## config.mk

```make
export PLATFORM = sky130hd
export DESIGN_NAME = ecc_secded_pipe
export DESIGN_NICKNAME = d
export VERILOG_FILES = /design/src/rtl/ecc_secded_pipe.sv
export SDC_FILE = /design/constraint.sdc
export NUM_CORES = 1
export LEC_CHECK = 0
export CORE_ASPECT_RATIO = 1.25
export CORE_MARGIN = 5
export CORE_UTILIZATION = 30
export DETAILED_ROUTE_END_ITERATION = 10
export HOLD_SLACK_MARGIN = 0.03
export SLEW_MARGIN = 20
export SYNTH_ARGS = -nofsm -noshare
export SYNTH_HDL_FRONTEND = slang
export SYNTH_SLANG_ARGS = --single-unit
```

## constraint.sdc

```tcl
create_clock -name clk -period 6.6 [get_ports clk]
set_input_delay 1.32 -clock clk [delete_from_list [all_inputs] [get_ports clk]]
set_output_delay 1.32 -clock clk [all_outputs]
set_load 0.005 [all_outputs]
```

## src/rtl/ecc_secded_pipe.sv

```systemverilog
// ecc_secded_pipe: 2-stage pipelined SEC-DED Hamming generator/checker with a
// valid/ready stream interface.
// Optional build macro ECC_ERR_CNT_EN adds saturating single/multi-bit error
// counters (sbe_cnt, mbe_cnt, clr_cnt ports).
module ecc_secded_pipe #(
  parameter int unsigned DATA_W = 8,
  parameter int unsigned CNT_W  = 16,
  localparam int unsigned CHK_W = ((DATA_W <= 4)  ? 3 :
                                   (DATA_W <= 11) ? 4 :
                                   (DATA_W <= 26) ? 5 :
                                   (DATA_W <= 57) ? 6 : 7) + 1
) (
  input  logic              clk,
  input  logic              rst,
  input  logic              in_valid,
  output logic              in_ready,
  input  logic              gen,
  input  logic              correct_n,
  input  logic [DATA_W-1:0] datain,
  input  logic [CHK_W-1:0]  chkin,
  output logic              out_valid,
  input  logic              out_ready,
  output logic [DATA_W-1:0] dataout,
  output logic [CHK_W-1:0]  chkout,
  output logic              err_detect,
  output logic              err_multpl
`ifdef ECC_ERR_CNT_EN
  ,
  output logic [CNT_W-1:0]  sbe_cnt,
  output logic [CNT_W-1:0]  mbe_cnt,
  input  logic              clr_cnt
`endif
);

  // Number of Hamming bits; CHK_W adds the overall parity bit on top.
  localparam int unsigned R = CHK_W - 1;

  // Codeword position of data bit j: the j-th non-power-of-two position >= 3.
  function automatic int unsigned data_pos(input int unsigned j);
    int unsigned cnt;
    int unsigned pos;
    cnt = 0;
    pos = 0;
    for (int unsigned p = 3; p < 128; p++) begin
      if ((p & (p - 1)) != 0) begin
        if (cnt == j) pos = p;
        cnt++;
      end
    end
    return pos;
  endfunction

  // Stage 1 registers (raw word and mode)
  logic              s1_valid_q;
  logic              s1_gen_q;
  logic              s1_cn_q;
  logic [DATA_W-1:0] s1_data_q;
  logic [CHK_W-1:0]  s1_chk_q;

  // Stage 2 registers (results driven to the outputs)
  logic              out_valid_q;
  logic [DATA_W-1:0] dataout_q;
  logic [CHK_W-1:0]  chkout_q;
  logic              det_q;
  logic              mul_q;

  // Results computed from stage 1
  logic [R-1:0]      hcalc;
  logic [DATA_W-1:0] flip;
  logic [DATA_W-1:0] dataout_d;
  logic [CHK_W-1:0]  chkout_d;
  logic              det_d;
  logic              mul_d;
  logic [R-1:0]      syn;
  logic              par;
  logic              dpar;

  logic stall;

  assign stall    = out_valid_q & ~out_ready;
  assign in_ready = ~stall;

  // Hamming bits over stage-1 data, and the data bit addressed by the syndrome
  always_comb begin : p_hamming
    logic [R-1:0] pos_v;
    hcalc = '0;
    flip  = '0;
    pos_v = '0;
    syn   = hcalc ^ s1_chk_q[R-1:0];
    for (int unsigned j = 0; j < DATA_W; j++) begin
      pos_v = R'(data_pos(j));
      for (int unsigned i = 0; i < R; i++) begin
        if (pos_v[i]) hcalc[i] = hcalc[i] ^ s1_data_q[j];
      end
    end
    syn = hcalc ^ s1_chk_q[R-1:0];
    for (int unsigned j = 0; j < DATA_W; j++) begin
      if (syn == R'(data_pos(j))) flip[j] = 1'b1;
    end
  end

  // Mode-dependent results: check bits / syndrome, classification, correction
  always_comb begin
    dpar      = ^s1_data_q;
    par       = dpar ^ (^s1_chk_q);
    dataout_d = s1_data_q;
    chkout_d  = {par, syn};
    det_d     = 1'b0;
    mul_d     = 1'b0;
    if (s1_gen_q) begin
      chkout_d = {dpar ^ (^hcalc), hcalc};
    end else begin
      det_d = par | (syn != '0);
      mul_d = ~par & (syn != '0);
      if (par && !s1_cn_q) dataout_d = s1_data_q ^ flip;
    end
  end

  // Both stages advance together unless the output is stalled
  always_ff @(posedge clk) begin
    if (rst) begin
      s1_valid_q  <= 1'b0;
      s1_gen_q    <= 1'b0;
      s1_cn_q     <= 1'b0;
      s1_data_q   <= '0;
      s1_chk_q    <= '0;
      out_valid_q <= 1'b0;
      dataout_q   <= '0;
      chkout_q    <= '0;
      det_q       <= 1'b0;
      mul_q       <= 1'b0;
    end else if (!stall) begin
      s1_valid_q <= in_valid;
      if (in_valid) begin
        s1_gen_q  <= gen;
        s1_cn_q   <= correct_n;
        s1_data_q <= datain;
        s1_chk_q  <= chkin;
      end
      out_valid_q <= s1_valid_q;
      if (s1_valid_q) begin
        dataout_q <= dataout_d;
        chkout_q  <= chkout_d;
        det_q     <= det_d;
        mul_q     <= mul_d;
      end
    end
  end

  assign out_valid  = out_valid_q;
  assign dataout    = dataout_q;
  assign chkout     = chkout_q;
  assign err_detect = det_q;
  assign err_multpl = mul_q;

`ifdef ECC_ERR_CNT_EN
  logic [CNT_W-1:0] sbe_q;
  logic [CNT_W-1:0] mbe_q;
  logic             out_fire;

  assign out_fire = out_valid_q & out_ready;

  // Saturating error counters; err_detect is already 0 for generate-mode words
  always_ff @(posedge clk) begin
    if (rst || clr_cnt) begin
      sbe_q <= '0;
      mbe_q <= '0;
    end else if (out_fire) begin
      if (det_q && !mul_q && (sbe_q != '1)) sbe_q <= sbe_q + CNT_W'(1);
      if (mul_q && (mbe_q != '1)) mbe_q <= mbe_q + CNT_W'(1);
    end
  end

  assign sbe_cnt = sbe_q;
  assign mbe_cnt = mbe_q;
`else
  // CNT_W only sizes the counters, which are absent in this build.
  if (CNT_W == 0) begin : g_no_counters
  end
`endif

endmodule
```

==> flow_summary.ini, run 1 <==
[outcome]
status = finished clean

[die]
dieArea_sq_um = 7476
core_sq_um = 5741
fp.dieW_um = 78.35
die_h_um = 95.43
io_pins = 36
fp-row-count = 31
initial_core_util_pct = 30.51

[timing]
finalHoldViolations = 0
holdWs_ps = 449.9
fin_crit_ps = 3863
relSlewSlack_pct = 48.45
setup_viol = 0
fin_crit_sh_pct = 58.54
fmax_mhz = 258.8
worstMarginPinSlew_ps = 773.3
maxSlewViolCount = 0
fin_skew_ps = 4.001
setup_tns_ps = 0
rsz0062_at_grt = false

[worst_setup_path]
critical_path_class = in2out
worstPathArrival_ps = 2540
cp_cell_sequence = clkdlybuf4s50_1 -> nand2b_1 -> clkdlybuf4s50_1
reg2reg_slack_ps = 4110
cp_num_buf_inv = 2
crit_fanout = 7
cp_common_cell = clkdlybuf4s50_1
slowest_delay_ps = 550
cp-end-kind = primary output
r2r-start = s1_data_q[1]
rr_endpoint = dataout[3]
reg2regPathDepth = 6
cp_data_required_time_ps = 5280
crit_slowest_cell = clkdlybuf4s50_1
cp-start-kind = input pin
path_delay_family = buffers and inverters

[pwr]
combPwrFrac_pct = 30.0
power.share.sequential_pct = 41.2
power.density_nw_per_um2 = 243.5
peakVddDrop_mv = 0.07021
sw_frac_of_total_pct = 29.43
p_clk_share_pct = 28.8
p_switching_uw = 158.1
intPower_uw = 379.1
leakage_uw = 0.0007607

[synthesis]
yosysTopAreaCellShare_pct = 36.57
yosysUniqueCellTypes = 32
synthTopCellsByArea = dfxtp_1 37%, xnor2_1 13%, nand2_1 8.6%, a211oi_1 7.3%, a21oi_1 5.7%
ys_seq_area_share_pct = 36.57
syn_nets = 220
yosysTopAreaCell = dfxtp_1
netlist_instances = 201
postSynthAreaPerCell_sq_um = 8.715
synth_edf_count = 0
synth_seq_cells = 32
syn_area_sq_um = 1752
ys_warn_count = 0
synthFlopType = dfxtp_1
synthArstFlopShare_pct = 0

[clocking]
cts_resized = 0
cts_sinks = 32
htreeDepth = 2
clk_latency_ps = 280
cts-root-buf = clkbuf_8
cts_buffers = 5
cts_buffer_depth = 2
ctsHoldBuffers = 0
cts_setup_buffers = 0
cts_tree = built
clkTransAtPathRegs_ps = 60

[cells_and_area]
num-fill-cells = 591
seq_area_sq_um = 640.6
final_layout_size_suffix_gt1_share_pct = 7.424
multiInputGateArea_sq_um = 1044
utilization_pct = 38.43
layout-area-overhead-vs-synth_pct = 25.93
fin_nets = 247
antennaDiodeCount = 0

[route]
drt_iter0_markers = 62
wl_mm = 3.628
final_antenna_net_count = 0
wl_per_cell_um = 12.30
drtPass1Iterations = 4
vias = 1369
viasPerCell = 4.641
drc = 0

[hold_path]
min_path_cells = 2
hp-class = reg2reg
hold_end = chkout[2]
worstHoldStart = chkout[2]

[job]
maxCapViolations = 0

[grt]
grt_pass1_vias = 1284
grt_pass1_wl_mm = 6.127
grt_start_max_net_pins = 34
grt_usage_pct = 10.73
grt_overflow = 0
antenna_found_initial = 0

[placed_design]
dp_hpwl_mm = 2.805
gp_congestion = 0.7752
io_buffers = 35
==> metal layers <==
metal	vias to the layer above	GRT usage [%]	share of wire [%]
met3	7	3.497	4.9
met1	608	11.75	43
li1	729	-	-
met2	25	18.29	50
met5	-	0	0
met4	0	6.122	2.6
==> area by class of cell <==
| type | instances | area share, % |
|---|---|---|
| Multi-Input combinational cell | 153 | 47.31 |
| Sequential cell | 32 | 29.04 |
| Timing Repair Buffer | 35 | 15.66 |
| Clock buffer | 8 | 4.084 |
| Tap cell | 66 | 3.744 |
| Inverter | 1 | 0.1702 |
==> cell usage in the layout, fill, tap and decap left out, types with 6 or more instances in the layout <==
master,n
a21oi_1,20
clkbuf_8,6
nand2_1,40
nor2_1,13
a211oi_1,17
dfxtp_1,32
xnor2_1,27
clkdlybuf4s50_1,34
==> how the worst max path moves through the flow <==
stage              start  endpoint  slack (ps)  cells after the start
2_1_floorplan  out_ready  in_ready        3770                      1
3_3_place_gp   out_ready  in_ready        2750                      3
3_5_place_dp   out_ready  in_ready        2760                      3
4_1_cts        out_ready  in_ready        2740                      3
5_1_grt        out_ready  in_ready        2670                      3
6_report       out_ready  in_ready        2740                      3
==> worst min-delay path, cell delays in order, from the launching register on <==
cell,delay (ps)
dfxtp_1,310
nand2_1,50
a21oi_1,50
==> synthesized netlist by cell type, drive strengths merged, types with 2 or more instances <==
cell type / n
buf: 2
and2: 2
or2: 2
dfxtp: 32
nand2b: 3
clkbuf: 13
nor2b: 3
xnor2: 29
or3b: 2
xor2: 3
nand3: 2
a211oi: 17
xnor3: 4
nand2: 40
a21oi: 20
nand3b: 3
nor2: 13
==> power groups by stage <==
stage / registers, uW / clock network (uW) / logic (uW)
after floorplan: 221 / 0 / 121
after global placement: 226 / 0 / 161
after detailed placement: 226 / 0 / 163
after CTS: 222 / 161 / 163
after global routing: 224 / 170 / 180
final: 222 / 155 / 161
==> cells by family after synthesis <==
family	count (synthesis)	share of synthesized area, %
buf+inv	16	3.857
mux	2	1.214
simple gates	73	19.29
xor+xnor	37	24.07
flops	32	36.57
compound gates	41	15.00
==> state kept, by name, summed over array words and instances, names as in the netlist, 5 cells and up <==
signal / count
chkout: 5
dataout: 8
s1_chk_q: 5
s1_data_q: 8
==> through the flow <==
step	std cells	power, uW	instance area, sq um	setup slack, ps
detailed placement	287	389.3	2121	2760
global route	295	574.0	2206	2671
floorplan	201	342.2	1752	3770
global placement	287	387.4	2121	2753
finish	295	537.2	2206	2737
CTS	295	545.9	2211	2742
Power figures use the tool's default switching activity.
==> inputs of run 2 (changes only) <==
==> constraint.sdc (replaced) <==
create_clock -name clk -period 3.4 [get_ports clk]
set_input_delay 0.68 -clock clk [delete_from_list [all_inputs] [get_ports clk]]
set_output_delay 0.68 -clock clk [all_outputs]
set_load 0.005 [all_outputs]
==> run 2 against run 1 <==
  * Critical path depth did not move
  * Combinational power rose by 96%
  * Final cell count rose by 0.68%
  * Critical endpoint unchanged
  * Highest routed layer unchanged
==> flow_summary.ini, run 2 (synthesized netlist as in run 1, its figures left out) <==
[hold_path]
worstHoldStart = chkout[3]
min_path_cells = 2
hp-class = reg2reg
hold_end = chkout[3]

[pwr]
p_switching_uw = 309.2
peakVddDrop_mv = 0.1881
power_uw = 1044
combPwrFrac_pct = 30.2
leakage_uw = 0.0007761
sw_frac_of_total_pct = 29.63
intPower_uw = 734.4
p_clk_share_pct = 28.6
power.share.sequential_pct = 41.2
power.density_nw_per_um2 = 468.3

[cells_and_area]
layout-area-overhead-vs-synth_pct = 27.21
fin_nets = 249
layout_common_cells = 40 x nand2_1, 35 x clkdlybuf4s50_1, 32 x dfxtp_1, 27 x xnor2_1, 20 x a21oi_1
num-fill-cells = 609
layout.cells.non_filler = 297
utilization_pct = 38.82
final_layout_size_suffix_gt1_share_pct = 8.658
layout_commonest_cell = nand2_1
antennaDiodeCount = 0

[clocking]
cts_setup_buffers = 0
cts_resized = 0
cts_buffers = 5
cts-root-buf = clkbuf_8
clkTransAtPathRegs_ps = 60
cts_sinks = 32
ctsHoldBuffers = 0
cts_buffer_depth = 2
clk_latency_ps = 280
cts_tree = built
htreeDepth = 2

[worst_setup_path]
path_delay_family = buffers and inverters
cp_cell_sequence = clkdlybuf4s50_1 -> nand2b_1 -> clkdlybuf4s50_1
rr_endpoint = dataout[1]
r2r-start = s1_data_q[1]
crit_fanout = 7
reg2reg_slack_ps = 980
reg2regPathDepth = 6
cp_num_buf_inv = 2
cp-start-kind = input pin
worstPathArrival_ps = 1880
cp_common_cell = clkdlybuf4s50_1
cp-end-kind = primary output
cp_data_required_time_ps = 2720
crit_slowest_cell = clkdlybuf4s50_1
critical_path_class = in2out
slowest_delay_ps = 540

[die]
fp.dieW_um = 78.35
die_h_um = 95.43
fp-row-count = 31
initial_core_util_pct = 30.51
dieArea_sq_um = 7476
core_sq_um = 5741
io_pins = 36

[route]
wl_per_cell_um = 12.21
drtPass1Iterations = 4
wl_mm = 3.627
drc = 0
drt_iter0_markers = 37
viasPerCell = 4.677
final_antenna_net_count = 0
vias = 1389

[grt]
grt_usage_pct = 10.51
antenna_found_initial = 0
grt_overflow = 0
grt_pass1_wl_mm = 6.127
grt_pass1_vias = 1300
grt_start_max_net_pins = 25

[job]
maxCapViolations = 0

[timing]
relSlewSlack_pct = 57.86
setup_tns_ps = 0
fin_crit_sh_pct = 75.24
rsz0062_at_grt = false
fin_crit_ps = 2558
fmax_mhz = 390.9
worstMarginPinSlew_ps = 630.1
holdWs_ps = 456.3
setup_viol = 0
fin_skew_ps = 3.403
maxSlewViolCount = 0
finalHoldViolations = 0

[placed_design]
dpl.cell_count = 289
io_buffers = 35
dp_hpwl_mm = 2.894
gp_congestion = 0.8010

[outcome]
status = finished clean
run 2: metal layers:
layer / track usage [%] / vias to the layer above / wire length [um]
met4: 4.373 / 0 / 58
met2: 18.79 / 27 / 1884
met5: 0 / - / 0
met1: 11.78 / 623 / 1525
li1: - / 734 / -
met3: 2.836 / 5 / 159
run 2: power by group through the flow:
stage               Combinational [uW]  Sequential (uW)  Clock (uW)
finish                             316              430         298
CTS                                321              431         308
global route                       352              434         325
global placement                   317              438           0
detailed placement                 319              439           0
floorplan                          235              429           0
run 2: area by class of cell:
type                    count  area [sq um]  area share (%)
inverters                   1         3.754          0.1684
multi-input cells         153          1044           46.83
flip-flops and latches     32         640.6           28.75
well taps                  66         82.58           3.706
clock buffers               6         82.58           3.706
repair buffers             37         365.4           16.40
clock inverters             2         10.01          0.4492
run 2: worst max path at each step:
stage,endpoint,slack (ps),start,cells past startpoint
6_report,in_ready,840,out_ready,3
4_1_cts,in_ready,820,out_ready,3
5_1_grt,in_ready,780,out_ready,3
3_5_place_dp,in_ready,840,out_ready,3
3_3_place_gp,in_ready,840,out_ready,3
2_1_floorplan,dataout[3],1210,s1_data_q[1],7
run 2: worst reg2reg max path, stage by stage (launching register included):
cell,delay [ps]
dfxtp_1,480
xnor3_2,540
xnor2_4,280
or3b_1,420
a211oi_1,290
xnor2_1,100
a211oi_1,220
run 2: stage by stage:
stage                     setup slack, ps  instance area [sq um]
after floorplan                      1214                   1752
after global placement              838.1                   2136
after detailed placement            840.5                   2136
after CTS                           819.8                   2228
after global routing                778.2                   2228
final                               841.7                   2228
==> inputs of run 3 (changes only) <==
==> constraint.sdc (replaced) <==
create_clock -name clk -period 2.1 [get_ports clk]
set_input_delay 0.42 -clock clk [delete_from_list [all_inputs] [get_ports clk]]
set_output_delay 0.42 -clock clk [all_outputs]
set_load 0.005 [all_outputs]
==> run 3 against run 2 <==
  * Power is 74% higher
  * Sequential cell count stayed put
  * Cell area is 11% higher
  * First-iteration DRC count is 86% higher
  * Clock power is 63% higher
  * Sequential power is 60% higher
  * Global-route usage is 1.2 points higher
  * Sequential share of layout area is 2.6 points lower
==> flow_summary.ini, run 3 (synthesized netlist as in run 1, its figures left out) <==
[pwr]
peakVddDrop_mv = 0.2775
leakage_uw = 0.0009031
power_uw = 1815
power.density_nw_per_um2 = 732.0

[grt]
antenna_found_initial = 0
grt_pass1_vias = 1472
grt_usage_pct = 11.66
grt_start_max_net_pins = 34
grt_pass1_wl_mm = 6.686
grt_overflow = 0

[clocking]
cts-root-buf = clkbuf_8
cts_tree = built
cts_sinks = 32
cts_buffers = 5
clkTransAtPathRegs_ps = 70
cts_buffer_depth = 2
clk_latency_ps = 280
htreeDepth = 2

[timing]
fmax_mhz = 482.2
setup_tns_ps = 0
fin_crit_ps = 2074
setup_viol = 0
relSlewSlack_pct = 68.54
maxSlewViolCount = 0
rsz0062_at_grt = true
fin_skew_ps = 3.463
fin_crit_sh_pct = 98.75
worstMarginPinSlew_ps = 471.9
finalHoldViolations = 0

[cells_and_area]
fin_nets = 270
layout-area-overhead-vs-synth_pct = 41.57
layout_commonest_cell = nand2_1
final_layout_size_suffix_gt1_share_pct = 23.41
num-fill-cells = 585
antennaDiodeCount = 0
layout_common_cells = 40 x nand2_1, 35 x clkdlybuf4s50_1, 28 x dfxtp_1, 23 x xnor2_1, 22 x buf_4
layout.cells.non_filler = 318

[route]
drt_iter0_markers = 69
final_antenna_net_count = 0
met2WireLength_mm = 2.086
wl_met1_mm = 1.632
viasPerCell = 4.525
drc = 0
met3WireLength_um = 144
drtPass1Iterations = 4
vias = 1439
wl_mm = 3.947
wl_per_cell_um = 12.41
maxUsedRoutingLayer = met4

[placed_design]
dp_hpwl_mm = 3.061
io_buffers = 35
gp_congestion = 0.8605
dpl.cell_count = 310

[die]
die_h_um = 95.43
dieArea_sq_um = 7476
fp-row-count = 31
fp.dieW_um = 78.35
core_sq_um = 5741
io_pins = 36
initial_core_util_pct = 30.51

[hold_path]
hp-class = reg2reg

[worst_setup_path]
crit_fanout = 8
cp_data_required_time_ps = 2300
cp-start-kind = flip-flop
critical_path_class = reg2reg
worstPathArrival_ps = 2270
cp-end-kind = flip-flop

[outcome]
status = finished clean

[job]
maxCapViolations = 0
## run 3: changes by cell type in the layout (fill, tap and decap cells not counted), sizes merged
cell / before / now
buf: 2 / 23
## run 3: timing repair
action | CTS | global route
setup endpoints to repair | 7 | 9
pin swaps | 2 | 1
hold buffers | 0 | 0
cloned | 0 | 0
buffers inserted | 0 | 0
gates resized for setup | 2 | 10
## run 3: final timing paths
kind	start	slack, ps	end	cells past startpoint
min	chkout[2]	460	chkout[2]	2
min reg2reg	chkout[2]	460	chkout[2]	2
max reg2reg	s1_data_q[3]	30	dataout[3]	6
max	s1_data_q[3]	30	dataout[3]	6
## run 3: where the power goes
part | switching (uW) | internal, uW | total [uW]
Combinational | 288 | 353 | 641
Clock | 225 | 261 | 486
Sequential | 35.1 | 653 | 688
## run 3: cell type report
| class | count | area [sq um] | area share, % |
|---|---|---|---|
| clock buffers | 6 | 82.58 | 3.330 |
| clock inverters | 2 | 10.01 | 0.4036 |
| inverters | 1 | 3.754 | 0.1514 |
| well taps | 66 | 82.58 | 3.330 |
| flip-flops and latches | 32 | 648.1 | 26.14 |
| repair buffers | 58 | 535.5 | 21.59 |
| multi-input cells | 153 | 1117 | 45.06 |
## run 3: per-stage QoR
stage / setup slack, ps / hold slack, ps / utilization (%) / cell area [sq um]
global route: -118.0 / 483.9 / 43.20 / 2480
finish: 26.16 / 455.8 / 43.20 / 2480
floorplan: -4.923 / 436.3 / - / 1778
global placement: 4.730 / 442.8 / 40.63 / 2332
detailed placement: -26.20 / 449.6 / 40.63 / 2332
CTS: -10.51 / 459.3 / 42.28 / 2427
## run 3: layer usage
| layer | track usage (%) | up-vias |
|---|---|---|
| li1 | - | 773 |
| met1 | 12.46 | 637 |
| met2 | 21.50 | 24 |
| met3 | 2.457 | 5 |
| met4 | 6.122 | 0 |
| met5 | 0 | - |
## run 3: worst max-delay path, stage by stage, from the launching register on
cell and delay [ps]:
dfxtp_4 340, xnor3_2 460, xnor2_4 240, or3b_4 440, a211oi_2 220, xnor2_1 80
a211oi_1 210
==> variant 1: new RTL, settings of run 2 <==
Register the output `err_multpl` once more; this adds one clock of latency there. The other outputs are not delayed to match.
--- a/src/rtl/ecc_secded_pipe.sv
+++ b/src/rtl/ecc_secded_pipe.sv
@@ -153,3 +153,5 @@
   assign err_detect = det_q;
-  assign err_multpl = mul_q;
+  always_ff @(posedge clk) begin
+    err_multpl <= mul_q;
+  end
 
Behaviour: not the same (a bounded check fails within 4 cycles, from zero or initial values and one cycle with rst high).
==> variant 1 against run 2 <==
First-iteration DRC count increased to 3.1 times the old value; fmax decreased by 0.83%; hold slack got worse by 0.095 ns; synthesized area increased by 15%; synthesized cell count increased by 17%; cell area increased by 11%; sequential cell count increased by 1; sequential share of layout area decreased by 2.1 points; routed wire length increased by 28%; via count increased by 20%; total power increased by 4.6%; worst setup slack got worse by 0.021 ns; critical endpoint unchanged; highest routed layer unchanged.
==> variant 1: results (changes against run 2) <==
- The run finished with clean final reports.
* CP max stage cell: clkdlybuf4s50_1
- Source-to-sink clock delay at the later pin of the worst-skew pair: 0.28 ns (about the same)
- H-Tree Level Count: 2 (unchanged)
- Met1 track demand over resource in global routing: 13.44% (+1.7 points)
* Total half-perimeter wirelength after legalization and detailed placement: 3659 µm (+26%)
- Synthesized netlist net count: 254 (+15%)
- The number of distinct library cells after synthesis was 38 (+19%).
- Total of cells resized after clock tree synthesis: 0 (unchanged)
- Fraction of final layout cells with drive strength greater than 1: 7.280% (-1.4 points)
- RD Place Congestion: 0.8651 (+8.0%)
- The remaining max-slew budget at the tightest pin came to 52.49% (-5.4 points).
* Setup crit start: out_ready
- The share of the synthesized area in the top cell type was 32.88% (-3.7 points).
* Wire length of the first global-routing pass: 7886 µm (+29%)
- FFs w/ async S/R, synth: 0% (unchanged)
- Portion of the post-synthesis area used by sequential elements: 32.88% (-3.7 points)
- Layout net count: 281 (+13%)
- Detailed Route Iter0 Violations: 116 (+210%)
* Synth area leaders: dfxtp_1 33%, nand2_1 8.8%, xnor2_1 7.0%
* WHS Path Cells: 0 (-2)
* DR vias: 1672 (+20%)
- Fraction of met2 tracks used by global routing: 21.36% (+2.6 points)
- The commonest cells after synthesis are 47 x nand2_1, 33 x dfxtp_1, 21 x a21oi_1.
- The post-place instance area is 2407 µm² (+13%).
- The routed length per placed instance was 13.31 µm (+9.0%).
- Largest net degree at the start of global routing: 22 (-12%)
- Global Route met3 Usage: 2.360% (-0.48 points)
- The highest net fanout along the worst path came to 8 (+1).
* Reg-to-reg critical path startpoint: s1_data_q[7]$_SDFFE_PP0P_
- Worst path arrival time: 1.90 ns (+0.02 ns)
* Maximum resistive drop on vdd: 0.0001604 V (-15%)
- Worst-case clock skew: 0.005276 ns (+0.001873 ns)
* Cell with the most instances after synthesis: nand2_1
- The all-layer global routing usage came to 11.65% (+1.1 points).
* Antenna cell count: 0 (unchanged)
* Port bufs: 35 (unchanged)
* Startpoint of the tightest hold check path: mul_q$_SDFFE_PP0P_
- The cell leakage power is 0.9415 nW (+21%).
variant 1: layout make-up:
| type | count | area (µm²) |
|---|---|---|
| clock inverter | 1 | 5.005 |
| timing repair buffer | 39 | 380.4 |
| inverter | 3 | 11.26 |
| multi-input combinational | 180 | 1246 |
| fill | 674 | 4084 |
| sequential | 33 | 660.6 |
| tap | 87 | 108.9 |
| clock buffer | 5 | 68.82 |
variant 1: layer usage:
metal  vias up  share of wire (%)
met5         -                  0
met4         0                1.9
met3         8                3.2
met2        35                 51
met1       761                 44
li1        868                  -
variant 1: where the power goes:
| part | switching, mW | internal, mW |
|---|---|---|
| Combinational | 0.188 | 0.188 |
| Clock | 0.136 | 0.135 |
| Sequential | 0.0279 | 0.416 |
variant 1: cells by family (layout without fill, tap and decap cells):
group | after synthesis | count (layout) | share of synthesized area (%)
and+or+nand+nor | 93 | 93 | 21.11
AOI/OAI and AO/OA | 55 | 55 | 18.43
DFF | 33 | 33 | 32.88
xor gates and xnor gates | 31 | 31 | 21.98
buffers and inverters | 22 | 48 | 5.106
muxes | 1 | 1 | 0.4982
variant 1: metrics by stage:
step,power [mW],worst slack [ns],instances
final,1.091,0.8203,348
after detailed placement,0.8304,0.8154,342
after floorplan,0.7145,1.264,235
after global placement,0.8274,0.8333,342
after global routing,1.161,0.7501,348
after CTS,1.102,0.8177,348
variant 1: path summary, 6_finish.rpt:
path | end | slack [ns]
max | in_ready | 0.82
min | err_multpl$_DFF_P_ | 0.36
max reg2reg | mul_q$_SDFFE_PP0P_ | 0.98
min reg2reg | err_multpl$_DFF_P_ | 0.36
==> variant 2: new RTL, config.mk and constraints of run 2 <==
Made on the original files. Build with the macro `ECC_ERR_CNT_EN` defined.
--- a/src/rtl/ecc_secded_pipe.sv
+++ b/src/rtl/ecc_secded_pipe.sv
@@ -4,2 +4,4 @@
 // counters (sbe_cnt, mbe_cnt, clr_cnt ports).
+`define ECC_ERR_CNT_EN
+
 module ecc_secded_pipe #(
Ports: changed (added clr_cnt, mbe_cnt and sbe_cnt); port bits go from 36 to 69. The function was not compared with the original's and may differ.
==> variant 2 against run 2 <==
Cell area up 100%; worst setup slack lost 0.18 ns; largest power group is now the clock network; critical endpoint unchanged; routed wire length rose to 2.5 times the old value; register-to-register slack got worse by 0.03 ns; core utilization is 0.84 points higher; sequential cell count up 32; total power increased by 110%; synthesized cell count increased by 110%; sequential share of layout area decreased by 0.67 points; synthesized area rose by 100%.
==> variant 2: results (changes against run 2) <==
* Layout net count: 492 (+98%)
* Port bufs: 68 (+94%)
- The total half-perimeter wirelength after legalization and detailed placement is 6832 µm (+140%).
- The routed length per placed instance came to 14.92 µm (+22%).
* Worst path arrival time: 2.06 ns (+0.18 ns)
- Share of final layout cell area taken by non-clock buffers: 15.25% (-1.1 points)
- The xor and xnor area share after synthesis came to 15.73% (-8.3 points).
- The stage delay of the slowest cell on the critical path is 0.57 ns (+0.03 ns).
- The largest vdd supply drop was 0.0002264 V (+20%).
* Net switching share of the total power: 27.06% (-2.6 points)
* End of the worst register-to-register path: dataout[5]$_SDFFE_PP0P_
- The clock buffer instance count of the final layout is 11 (+5).
- Worst-case clock skew: 0.005706 ns (+0.002303 ns)
- dfxtp_1 is the most common cell in the netlist.
* Startpoint of the tightest hold check path: chkout[2]$_SDFFE_PP0P_
- Total instance count after detailed placement: 597 (+110%)
- Wire length of the first global-routing pass: 15010 µm (+140%)
* H-Tree Level Count: 3 (+1)
- Result of the run: completed
* Post-Route WL: 9149 µm (+150%)
* Proportion of power drawn by flip-flops and latches: 37.8% (-3.4 points)
* Post-synthesis sequential element count: 64 (+100%)
* Largest net degree at the start of global routing: 36 (+44%)
* Share of cell area taken by flip-flops and latches: 28.08% (-0.67 points)
- The clock network area share is 6.745% (+2.6 points).
- Synth Area in Compound Gates: 15.91% (+0.91 points)
- Worst setup timing slack at the placement stage: 0.6316 ns (-0.2089 ns)
## variant 2: changes by cell type in the layout (fill, tap and decap cells not counted), moves of 8 or more
cell / delta
clkdlybuf4s50_1: +33
dfxtp_1: +32
nor2_1: +30
nand3_1: +16
xor2_1: +14
nor3_1: +13
and3_1: +10
o211ai_1: +10
clkbuf_16: +9
nand2_1: +9
nand4_1: +8
## variant 2: layer usage
| layer | GRT usage, % | wire [µm] | part of all wire [%] |
|---|---|---|---|
| met1 | 15.74 | 3906 | 43 |
| met2 | 23.05 | 4569 | 50 |
| met3 | 3.882 | 488 | 5.3 |
| met4 | 6.546 | 185 | 2.0 |
| met5 | 0 | 0 | 0 |
## variant 2: how the worst max path moves through the flow
stage | startpoint | slack [ns] | end
floorplan | out_ready | 1.34 | dataout[6]$_SDFFE_PP0P_
global placement | out_ready | 0.66 | in_ready
detailed placement | out_ready | 0.63 | dataout[3]$_SDFFE_PP0P_
CTS | out_ready | 0.66 | in_ready
global route | out_ready | 0.62 | in_ready
finish | out_ready | 0.66 | in_ready
